[src/rtl/div_sequencer.sv]
// Sequencer for the multi-cycle divider in the execute stage: latches operands,
// drives start/annul, stalls the pipe and hands the {hi,lo} result to HI/LO.
module div_sequencer #(
  parameter int unsigned WIDTH   = 32,
  parameter int unsigned TIMEOUT = 40
) (
  input  logic               clk,
  input  logic               reset,
  input  logic               div_reqE,
  input  logic               div_signedE,
  input  logic [WIDTH-1:0]   srcaE,
  input  logic [WIDTH-1:0]   srcbE,
  input  logic               flushE,
  input  logic               pipe_holdE,
  input  logic               div_ready_i,
  input  logic [2*WIDTH-1:0] div_result_i,
  output logic               div_start_o,
  output logic               div_annul_o,
  output logic               div_signed_o,
  output logic [WIDTH-1:0]   div_opa_o,
  output logic [WIDTH-1:0]   div_opb_o,
  output logic               stall_div,
  output logic [2*WIDTH-1:0] hilo_res_o,
  output logic               hilo_valid_o,
  output logic               timeout_o
);

  localparam int unsigned CW = $clog2(TIMEOUT + 1);
  localparam logic [CW-1:0] CNT_LAST = CW'(TIMEOUT - 1);

  typedef enum logic [1:0] {
    IDLE,
    BUSY,
    DONE
  } state_e;

  state_e               state_q;
  logic [CW-1:0]        cnt_q;
  logic [WIDTH-1:0]     opa_q;
  logic [WIDTH-1:0]     opb_q;
  logic                 signed_q;
  logic                 start_q;
  logic                 annul_q;
  logic [2*WIDTH-1:0]   res_q;
  logic                 valid_q;
  logic                 timeout_q;
  logic                 accept;

  assign accept = div_reqE & ~flushE;

  always_ff @(posedge clk or posedge reset) begin
    if (reset) begin
      state_q   <= IDLE;
      cnt_q     <= '0;
      opa_q     <= '0;
      opb_q     <= '0;
      signed_q  <= 1'b0;
      start_q   <= 1'b0;
      annul_q   <= 1'b0;
      res_q     <= '0;
      valid_q   <= 1'b0;
      timeout_q <= 1'b0;
    end else begin
      annul_q <= 1'b0;
      case (state_q)
        IDLE: begin
          if (accept) begin
            opa_q    <= srcaE;
            opb_q    <= srcbE;
            signed_q <= div_signedE;
            // Divide-by-zero bypasses the divider with a fixed architectural result
            if (srcbE == '0) begin
              res_q   <= {srcaE, {WIDTH{1'b1}}};
              valid_q <= 1'b1;
              state_q <= DONE;
            end else begin
              cnt_q   <= '0;
              start_q <= 1'b1;
              state_q <= BUSY;
            end
          end
        end
        BUSY: begin
          cnt_q <= cnt_q + CW'(1);
          if (flushE) begin
            annul_q <= 1'b1;
            start_q <= 1'b0;
            state_q <= IDLE;
          end else if (div_ready_i) begin
            res_q   <= div_result_i;
            valid_q <= 1'b1;
            start_q <= 1'b0;
            state_q <= DONE;
          end else if (cnt_q == CNT_LAST) begin
            // Watchdog: abort the divider but still release the pipe via DONE
            timeout_q <= 1'b1;
            annul_q   <= 1'b1;
            res_q     <= '0;
            valid_q   <= 1'b1;
            start_q   <= 1'b0;
            state_q   <= DONE;
          end
        end
        DONE: begin
          if (flushE || !pipe_holdE) begin
            valid_q <= 1'b0;
            state_q <= IDLE;
          end
        end
        default: begin
          start_q <= 1'b0;
          valid_q <= 1'b0;
          state_q <= IDLE;
        end
      endcase
    end
  end

  // Gated by reset so every output reads 0 while reset is held
  always_comb begin
    stall_div = 1'b0;
    if (!reset) begin
      stall_div = ((state_q == IDLE) & accept) | (state_q == BUSY);
    end
  end

  assign div_start_o  = start_q;
  assign div_annul_o  = annul_q;
  assign div_signed_o = signed_q;
  assign div_opa_o    = opa_q;
  assign div_opb_o    = opb_q;
  assign hilo_res_o   = res_q;
  assign hilo_valid_o = valid_q;
  assign timeout_o    = timeout_q;

endmodule

[config.mk]
export PLATFORM = sky130hd
export DESIGN_NAME = div_sequencer
export DESIGN_NICKNAME = d
export VERILOG_FILES = /design/src/rtl/div_sequencer.sv
export SDC_FILE = /design/constraint.sdc
export NUM_CORES = 1
export LEC_CHECK = 0
export ABC_AREA = 1
export CORE_MARGIN = 4
export CORE_UTILIZATION = 39
export DETAILED_ROUTE_END_ITERATION = 12
export PLACE_DENSITY_LB_ADDON = 0.05
export SETUP_SLACK_MARGIN = 0.3
export SLEW_MARGIN = 10
export SYNTH_ARGS = -nofsm -noshare
export SYNTH_HDL_FRONTEND = slang
export SYNTH_SLANG_ARGS = --single-unit
[constraint.sdc]
create_clock -name clk -period 4.8 [get_ports clk]
set_input_delay 0.96 -clock clk [delete_from_list [all_inputs] [get_ports clk]]
set_output_delay 0.96 -clock clk [all_outputs]
set_load 0.05 [all_outputs]
-- After elaboration in Yosys (flattened, before gate mapping)
Index checks and enable logic that the tools add are counted.
- register bits: 141
- output and inout port bits: 134
- reductions and logical operators: 12
- equality and inequality tests: 10
- muxes and demuxes: 34
- bitwise gates (word level): 6
- add/subtract/negate cells: 1
- operators by type and width (operator ; count):
    $mux 64 ; 5
    $pmux 64 s2 ; 1
    $logic_not 32->1 ; 1
    $mux 1 ; 16
    $mux 2 ; 6
    $mux 6 ; 2
    $pmux 6 s2 ; 1
    $ne 2x2->1 const B ; 5
    $reduce_and 5->1 ; 2
    $reduce_and 4->1 ; 2
    $add 6x1->6 const B ; 1
    $eq 6x6->1 const B ; 1
    $pmux 1 s3 ; 2
    $pmux 2 s3 ; 1
    $reduce_and 3->1 ; 2
    $ne 4x4->1 const B ; 1
    $ne 3x3->1 const B ; 1
    $not 1->1 ; 3
    $and 1x1->1 ; 2
    $eq 2x1->1 const B ; 1
    $eq 2x2->1 const B ; 1
    $logic_not 2->1 ; 1
    $reduce_and 2->1 ; 1
    $reduce_bool 2->1 ; 1
    other kinds (3) ; 3

-- Logic depth before layout (Yosys ltp)
Gate-level depths: netlist of the first run.
- depth after elaboration: 5
- mapped depth: 10
- gate-level depth less buffers: 10

-- Worst setup path before layout of the first run
No wires, ideal clock.
- kind: input -> output
- from: in flushE
- to: out stall_div
- stages on the path: 4
- buffers on the path: 1
- arrival time: 2.158 ns
- data required time: 3.840 ns
- setup slack: 1.682 ns
- cells stage by stage: inv_2 -> nand3_2 -> clkbuf_1 -> a21oi_1
- cells in the longest elaborated chain, start to end: 5
- RTL lines (item ; RTL line ; text):
    start, declared ; 13 ; input logic flushE,
    $not 1->1 (no line) ; - ;
    $and 1x1->1 ; 49 ; assign accept = div_reqE & ~flushE;
    $and 1x1->1 ; 123 ; stall_div = ((state_q == IDLE) & accept) | (state_q == BUSY);
    $or 1x1->1 ; 123 ;
    $mux 1 ; 122 ; if (!reset) begin
    end, declared ; 22 ; output logic stall_div,
No other way between the ends.

-- Final worst setup path of the first run
Ends and elaborated chain as after synthesis.

==> results_dict.tcl, run 1 <==
set metrics [dict create \
    period_share 0.7442 \
    gp_congestion 0.7849 \
    synth_top_flop_cell "dfrtp_1" \
    power.density_mw_per_mm2 830.3 \
    vias_per_cell 4.782 \
    cts.clk_slew.worst_paths_ns 0.06 \
    status "finished clean" \
    clockBufferDepth 2 \
    n_antenna_cell 0 \
    worstPathMaxFanout 6 \
    grt_pass1_vias 5661 \
    cts-hold-fix-buffers 0 \
    clkSinkCount 141 \
    dr.first_iter.drc_count 336 \
    critPathArrivalTime_ns 2.61 \
    p_leak_nw 4.556 \
    netlist_instances 739 \
    synth.avg_cell_area_um2 8.660 \
    slew_viol_final 0 \
    dr_total_vias 5815 \
    critPathCaptureType "output pin" \
    grt_pass1_wl_um 31220 \
    antenna_left 0 \
    relSlewSlack 0.2834 \
    clock_latency_ns 0.41 \
    crit_path_frequent_cell "clkdlybuf4s50_1" \
    core_mm2 0.01600 \
    dr.pass1.iters 4 \
    reg2regPathDepth 8 \
    synth_seq_cells 141 \
    maxCapViolations 0 \
    synthArstFlopShare 1.000 \
    wl_per_cell_um 16.29 \
    grt_start_max_net_pins 100 \
    required_ns 3.84 \
    die_h_um 136.1 \
    yosysWarnings 0 \
    tns_ns 0 \
    period_needed_ns 3.572 \
    syn_area_mm2 0.006400 \
    seq_area_frac_synth 0.5513 \
    synth_edf_count 0 \
    pin_count 269 \
    dpl.hpwl_um 13230 \
    port_buffers 268 \
    fill_cells 1485 \
    die_w_um 136.1 \
    startpoint_type "primary input" \
    rows 46 \
    htreeDepth 4 \
    hold_path.class "reg2reg" \
    pre_cts_ws_ns 1.241 \
    hold_depth 2 \
    cts-root-buf "clkbuf_16" \
    cts_resized 0 \
    cts_tree "built" \
    initial_utilization 0.4000 \
    worst_slack_ns 1.228 \
    grtUsageTotal 0.2163 \
    synth.net_count 875 \
    crit_chain "clkdlybuf4s50_1, inv_2, nand3_4, a21oi_1, clkdlybuf4s50_1" \
    cp_slowest_cell "clkdlybuf4s50_1" \
    dieArea_mm2 0.01852 \
    yosysUniqueCellTypes 26 \
    vdd_drop_max_mv 0.3705 \
    antenna_found_initial 1 \
    cp_slowest_stage_delay_ns 0.82 \
    fmax_ghz 0.2799 \
    wl_um 19810 \
    skew_ns 0.007137 \
    final-setup-viol-count 0 \
    final_util 0.6117 \
    drive_gt1_frac 0.08600 \
    rsz0062_at_grt "false" \
    areaGrowthSynthToFinish_pct 52.94 \
    hold_viol 0 \
    worstMarginPinSlew_ns 1.075 \
    post-cts-setup-buffers 0 \
    drcViolationCount 0 \
    grt_remaining_overflow 0 \
    nets 1123 \
    numCtsBuffers 17 \
    path_class "in2out" \
]
[cell families after synthesis]
family | Yosys count | synth area share
XOR/XNOR | 1 | 0.001369
buffers and inverters | 88 | 0.06667
flip-flops | 141 | 0.5513
multiplexers | 33 | 0.05807
AND/OR/NAND/NOR | 402 | 0.2628
AO/OA/AOI/OAI | 73 | 0.05787
adder cells (fa/ha/maj) | 1 | 0.001955
[Yosys cell counts (2+ instances only)]
cell / n / share of area
nand3_2: 2 / 0.0031
nand3_1: 103 / 0.081
dfrtp_1: 141 / 0.55
clkbuf_1: 16 / 0.0094
inv_2: 5 / 0.0029
inv_1: 36 / 0.021
o21ai_0: 68 / 0.053
buf_6: 4 / 0.0070
nand2_1: 263 / 0.15
buf_1: 2 / 0.0012
buf_4: 14 / 0.016
a21oi_1: 2 / 0.0016
nor2_1: 26 / 0.015
buf_2: 11 / 0.0086
nand2_2: 3 / 0.0029
mux2_2: 33 / 0.058
[flip-flops by register name, summed over array words and instances, names as in the netlist, 2 cells and up]
signal,cells
hilo_res_o,64
div_opa_o,32
div_opb_o,32
cnt_q,6
state_q,2
[area by class of cell]
| class | count | area, um^2 | area share |
|---|---|---|---|
| Timing Repair Buffer | 276 | 2775 | 0.2835 |
| Tap cell | 216 | 270.3 | 0.02761 |
| Inverter | 41 | 157.7 | 0.01611 |
| Clock buffer | 26 | 519.2 | 0.05305 |
| Sequential cell | 141 | 3528 | 0.3605 |
| Multi-Input combinational cell | 510 | 2457 | 0.2511 |
| Clock inverter | 6 | 80.08 | 0.008181 |
[placed cells by master, fill, tap and decap left out]
| cell | instances |
|---|---|
| buf_12 | 3 |
| xor2_1 | 1 |
| nand4_2 | 1 |
| ha_1 | 1 |
| clkinv_2 | 4 |
| clkbuf_1 | 3 |
| nand3_4 | 1 |
| clkinvlp_4 | 1 |
| nor2_2 | 1 |
| clkbuf_16 | 17 |
| nand3_1 | 102 |
| nand2_1 | 263 |
| a21o_1 | 1 |
| nand3b_1 | 1 |
| nor3_1 | 1 |
| clkbuf_8 | 6 |
| bufinv_16 | 2 |
| o21bai_1 | 1 |
| nand3_2 | 2 |
| clkdlybuf4s50_1 | 267 |
| o21ai_1 | 1 |
| mux2_2 | 33 |
| buf_2 | 1 |
| inv_2 | 5 |
| o21ai_0 | 68 |
| nor2_1 | 26 |
| a21oi_1 | 2 |
| buf_4 | 5 |
| nor2_4 | 1 |
| inv_1 | 35 |
| dfrtp_1 | 141 |
| nand2_2 | 3 |
[metal layers]
metal	global-route usage	wire length, um	up-vias
met5	0	13	-
met4	0.06831	378	2
met3	0.07735	1886	29
met2	0.3418	9066	194
met1	0.2784	8460	2713
li1	-	-	2877
[path summary, 6_finish.rpt]
path | startpoint | endpoint | slack, ns
worst min register to register | hilo_res_o[18] | hilo_res_o[18] | 0.47
worst max register to register | state_q[1] | hilo_res_o[50] | 2.17
worst min-delay path | hilo_res_o[18] | hilo_res_o[18] | 0.47
worst max-delay path | flushE | stall_div | 1.23
max in group asynchronous | reset | hilo_res_o[12] | 2.94
min in group asynchronous | reset | div_annul_o | 0.95
[power breakdown]
group          internal [mW]  switching, mW  leakage (nW)  total [mW]
clock                  0.846          0.484         0.300        1.33
sequential              1.78          0.308          1.75        2.09
combinational           1.49           3.22          2.50        4.71
[worst max-delay path, delay by kind of cell]
family	cells	cell delay, ns
compound gates	1	0.14
buf+inv	3	1.43
simple gates	1	0.08
[metrics by stage]
stage / std cells / power (mW) / area [um^2] / hold WS [ns]
2_1_floorplan: 739 / 5.218 / 6404 / 0.4643
3_3_place_gp: 1184 / 6.816 / 9189 / 0.4526
3_5_place_dp: 1184 / 6.852 / 9189 / 0.4574
4_1_cts: 1216 / 8.218 / 9788 / 0.4718
5_1_grt: 1216 / 8.585 / 9788 / 0.4882
6_report: 1216 / 8.127 / 9788 / 0.4662
Power figures use the tool's default switching activity.
==> run 2: changes to the inputs <==
==> constraint.sdc (replaced) <==
create_clock -name clk -period 3.2 [get_ports clk]
set_input_delay 0.64 -clock clk [delete_from_list [all_inputs] [get_ports clk]]
set_output_delay 0.64 -clock clk [all_outputs]
set_load 0.05 [all_outputs]
==> results_dict.tcl, run 2 (synthesis results as in run 1) <==
set metrics [dict create \
    whs_ns 0.4686 \
    wl_per_cell_um 16.12 \
    post-cts-setup-buffers 0 \
    dr_total_vias 5797 \
    dr.pass1.iters 5 \
    hold_path.class "reg2reg" \
    dieArea_mm2 0.01852 \
    clkSinkCount 141 \
    grt_remaining_overflow 0 \
    port_buffers 268 \
    placed_area_mm2 0.009244 \
    cp_slowest_cell "clkdlybuf4s50_1" \
    final-setup-viol-count 0 \
    vias_per_cell 4.756 \
    hold_viol 0 \
    pin_count 269 \
    worstPathMaxFanout 6 \
    dr.first_iter.drc_count 368 \
    status "finished clean" \
    nets 1124 \
    cp_slowest_stage_delay_ns 0.47 \
    die_h_um 136.1 \
    clockBufferDepth 2 \
    initial_utilization 0.4000 \
    pre_cts_ws_ns 0.6886 \
    path_class "in2out" \
    startpoint_type "primary input" \
    final_cell_mix "clkdlybuf4s50_1, nand2_1, dfrtp_1, nand3_1, o21ai_0" \
    slew_viol_final 0 \
    crit_buf_inv 3 \
    rsz0062_at_grt "false" \
    cts-hold-fix-buffers 0 \
    period_needed_ns 2.458 \
    antenna_found_initial 0 \
    critPathCaptureType "output pin" \
    drcViolationCount 0 \
    p_leak_nw 4.607 \
    cts_resized 0 \
    skew_ns 0.006562 \
    grtUsageTotal 0.2152 \
    dpl.hpwl_um 13410 \
    worstMarginPinSlew_ns 0.7342 \
    areaGrowthSynthToFinish_pct 55.25 \
    die_w_um 136.1 \
    numCtsBuffers 17 \
    layout_commonest_cell "clkdlybuf4s50_1" \
    rows 46 \
    cpLargestDelayFamily "buffers and inverters" \
    final_area_mm2 0.009936 \
    core_mm2 0.01600 \
    grt_pass1_vias 5631 \
    cts_tree "built" \
    crit_chain "clkdlybuf4s50_1, inv_2, nand3_4, a21oi_1, buf_12" \
    worst_slack_ns 0.7417 \
    relSlewSlack 0.5106 \
    fmax_ghz 0.4068 \
    vdd_drop_max_mv 0.5547 \
    cts.clk_slew.worst_paths_ns 0.06 \
    maxCapViolations 0 \
    clock_latency_ns 0.42 \
    cts-root-buf "clkbuf_16" \
    grt_start_max_net_pins 102 \
    required_ns 2.56 \
    largest_register_ffs 64 \
    grt_pass1_wl_um 31010 \
    period_share 0.7682 \
    wl_um 19660 \
    drive_gt1_frac 0.08891 \
    htreeDepth 4 \
    power.density_mw_per_mm2 1262 \
    antenna_left 0 \
    critPathArrivalTime_ns 1.82 \
    tns_ns 0 \
    gp_congestion 0.7784 \
]
==> run 2: changes by cell type in the layout (fill, tap and decap cells not counted), sizes merged <==
cell           before  now
buf                 9   11
clkdlybuf4s50     267  266
bufinv              2    7
clkinv              4    3
clkbuf             26   20
clkinvlp            1    3
diode               0    2
==> run 2: final timing paths <==
check / slack, ns / endpoint / cells past startpoint / start
max: 0.74 / stall_div / 5 / flushE
min: 0.47 / hilo_res_o[37] / 2 / hilo_res_o[37]
max reg2reg: 1.23 / hilo_res_o[38] / 10 / state_q[1]
min reg2reg: 0.47 / hilo_res_o[37] / 2 / hilo_res_o[37]
max in group asynchronous: 1.80 / hilo_res_o[38] / 3 / reset
min in group asynchronous: 0.66 / state_q[0] / 2 / reset
==> run 2: through the flow <==
stage                     utilization  power (mW)  instances
after global routing           0.6207       13.22       1217
after floorplan                     -       7.827        739
after CTS                      0.6207       12.66       1217
final                          0.6210       12.54       1219
after global placement         0.5777       10.26       1185
after detailed placement       0.5777       10.31       1185
==> run 2: layout make-up <==
type,count,area [um^2]
Sequential cell,141,3528
Timing Repair Buffer,277,2830
Clock inverter,12,240.2
Inverter,41,157.7
Tap cell,216,270.3
Antenna cell,2,5.005
Clock buffer,20,446.7
Fill cell,1442,6065
Multi-Input combinational cell,510,2457
==> run 2: tightest hold or removal path, cell delays in order, from the launching register on <==
cell and delay [ns]:
dfrtp_1 0.34, nand2_1 0.05, nand2_1 0.05
==> run 2: metal layers <==
| layer | up-vias | GRT usage | share of wire |
|---|---|---|---|
| met5 | - | 0 | 0 |
| met3 | 12 | 0.07698 | 0.099 |
| met1 | 2717 | 0.2852 | 0.43 |
| met4 | 0 | 0.05207 | 0.0074 |
| li1 | 2881 | - | - |
| met2 | 187 | 0.3385 | 0.47 |
==> run 2: power breakdown <==
group	internal [mW]	switching [mW]
Combinational	2.26	4.82
Clock	1.56	0.752
Sequential	2.67	0.468
Total	6.49	6.04
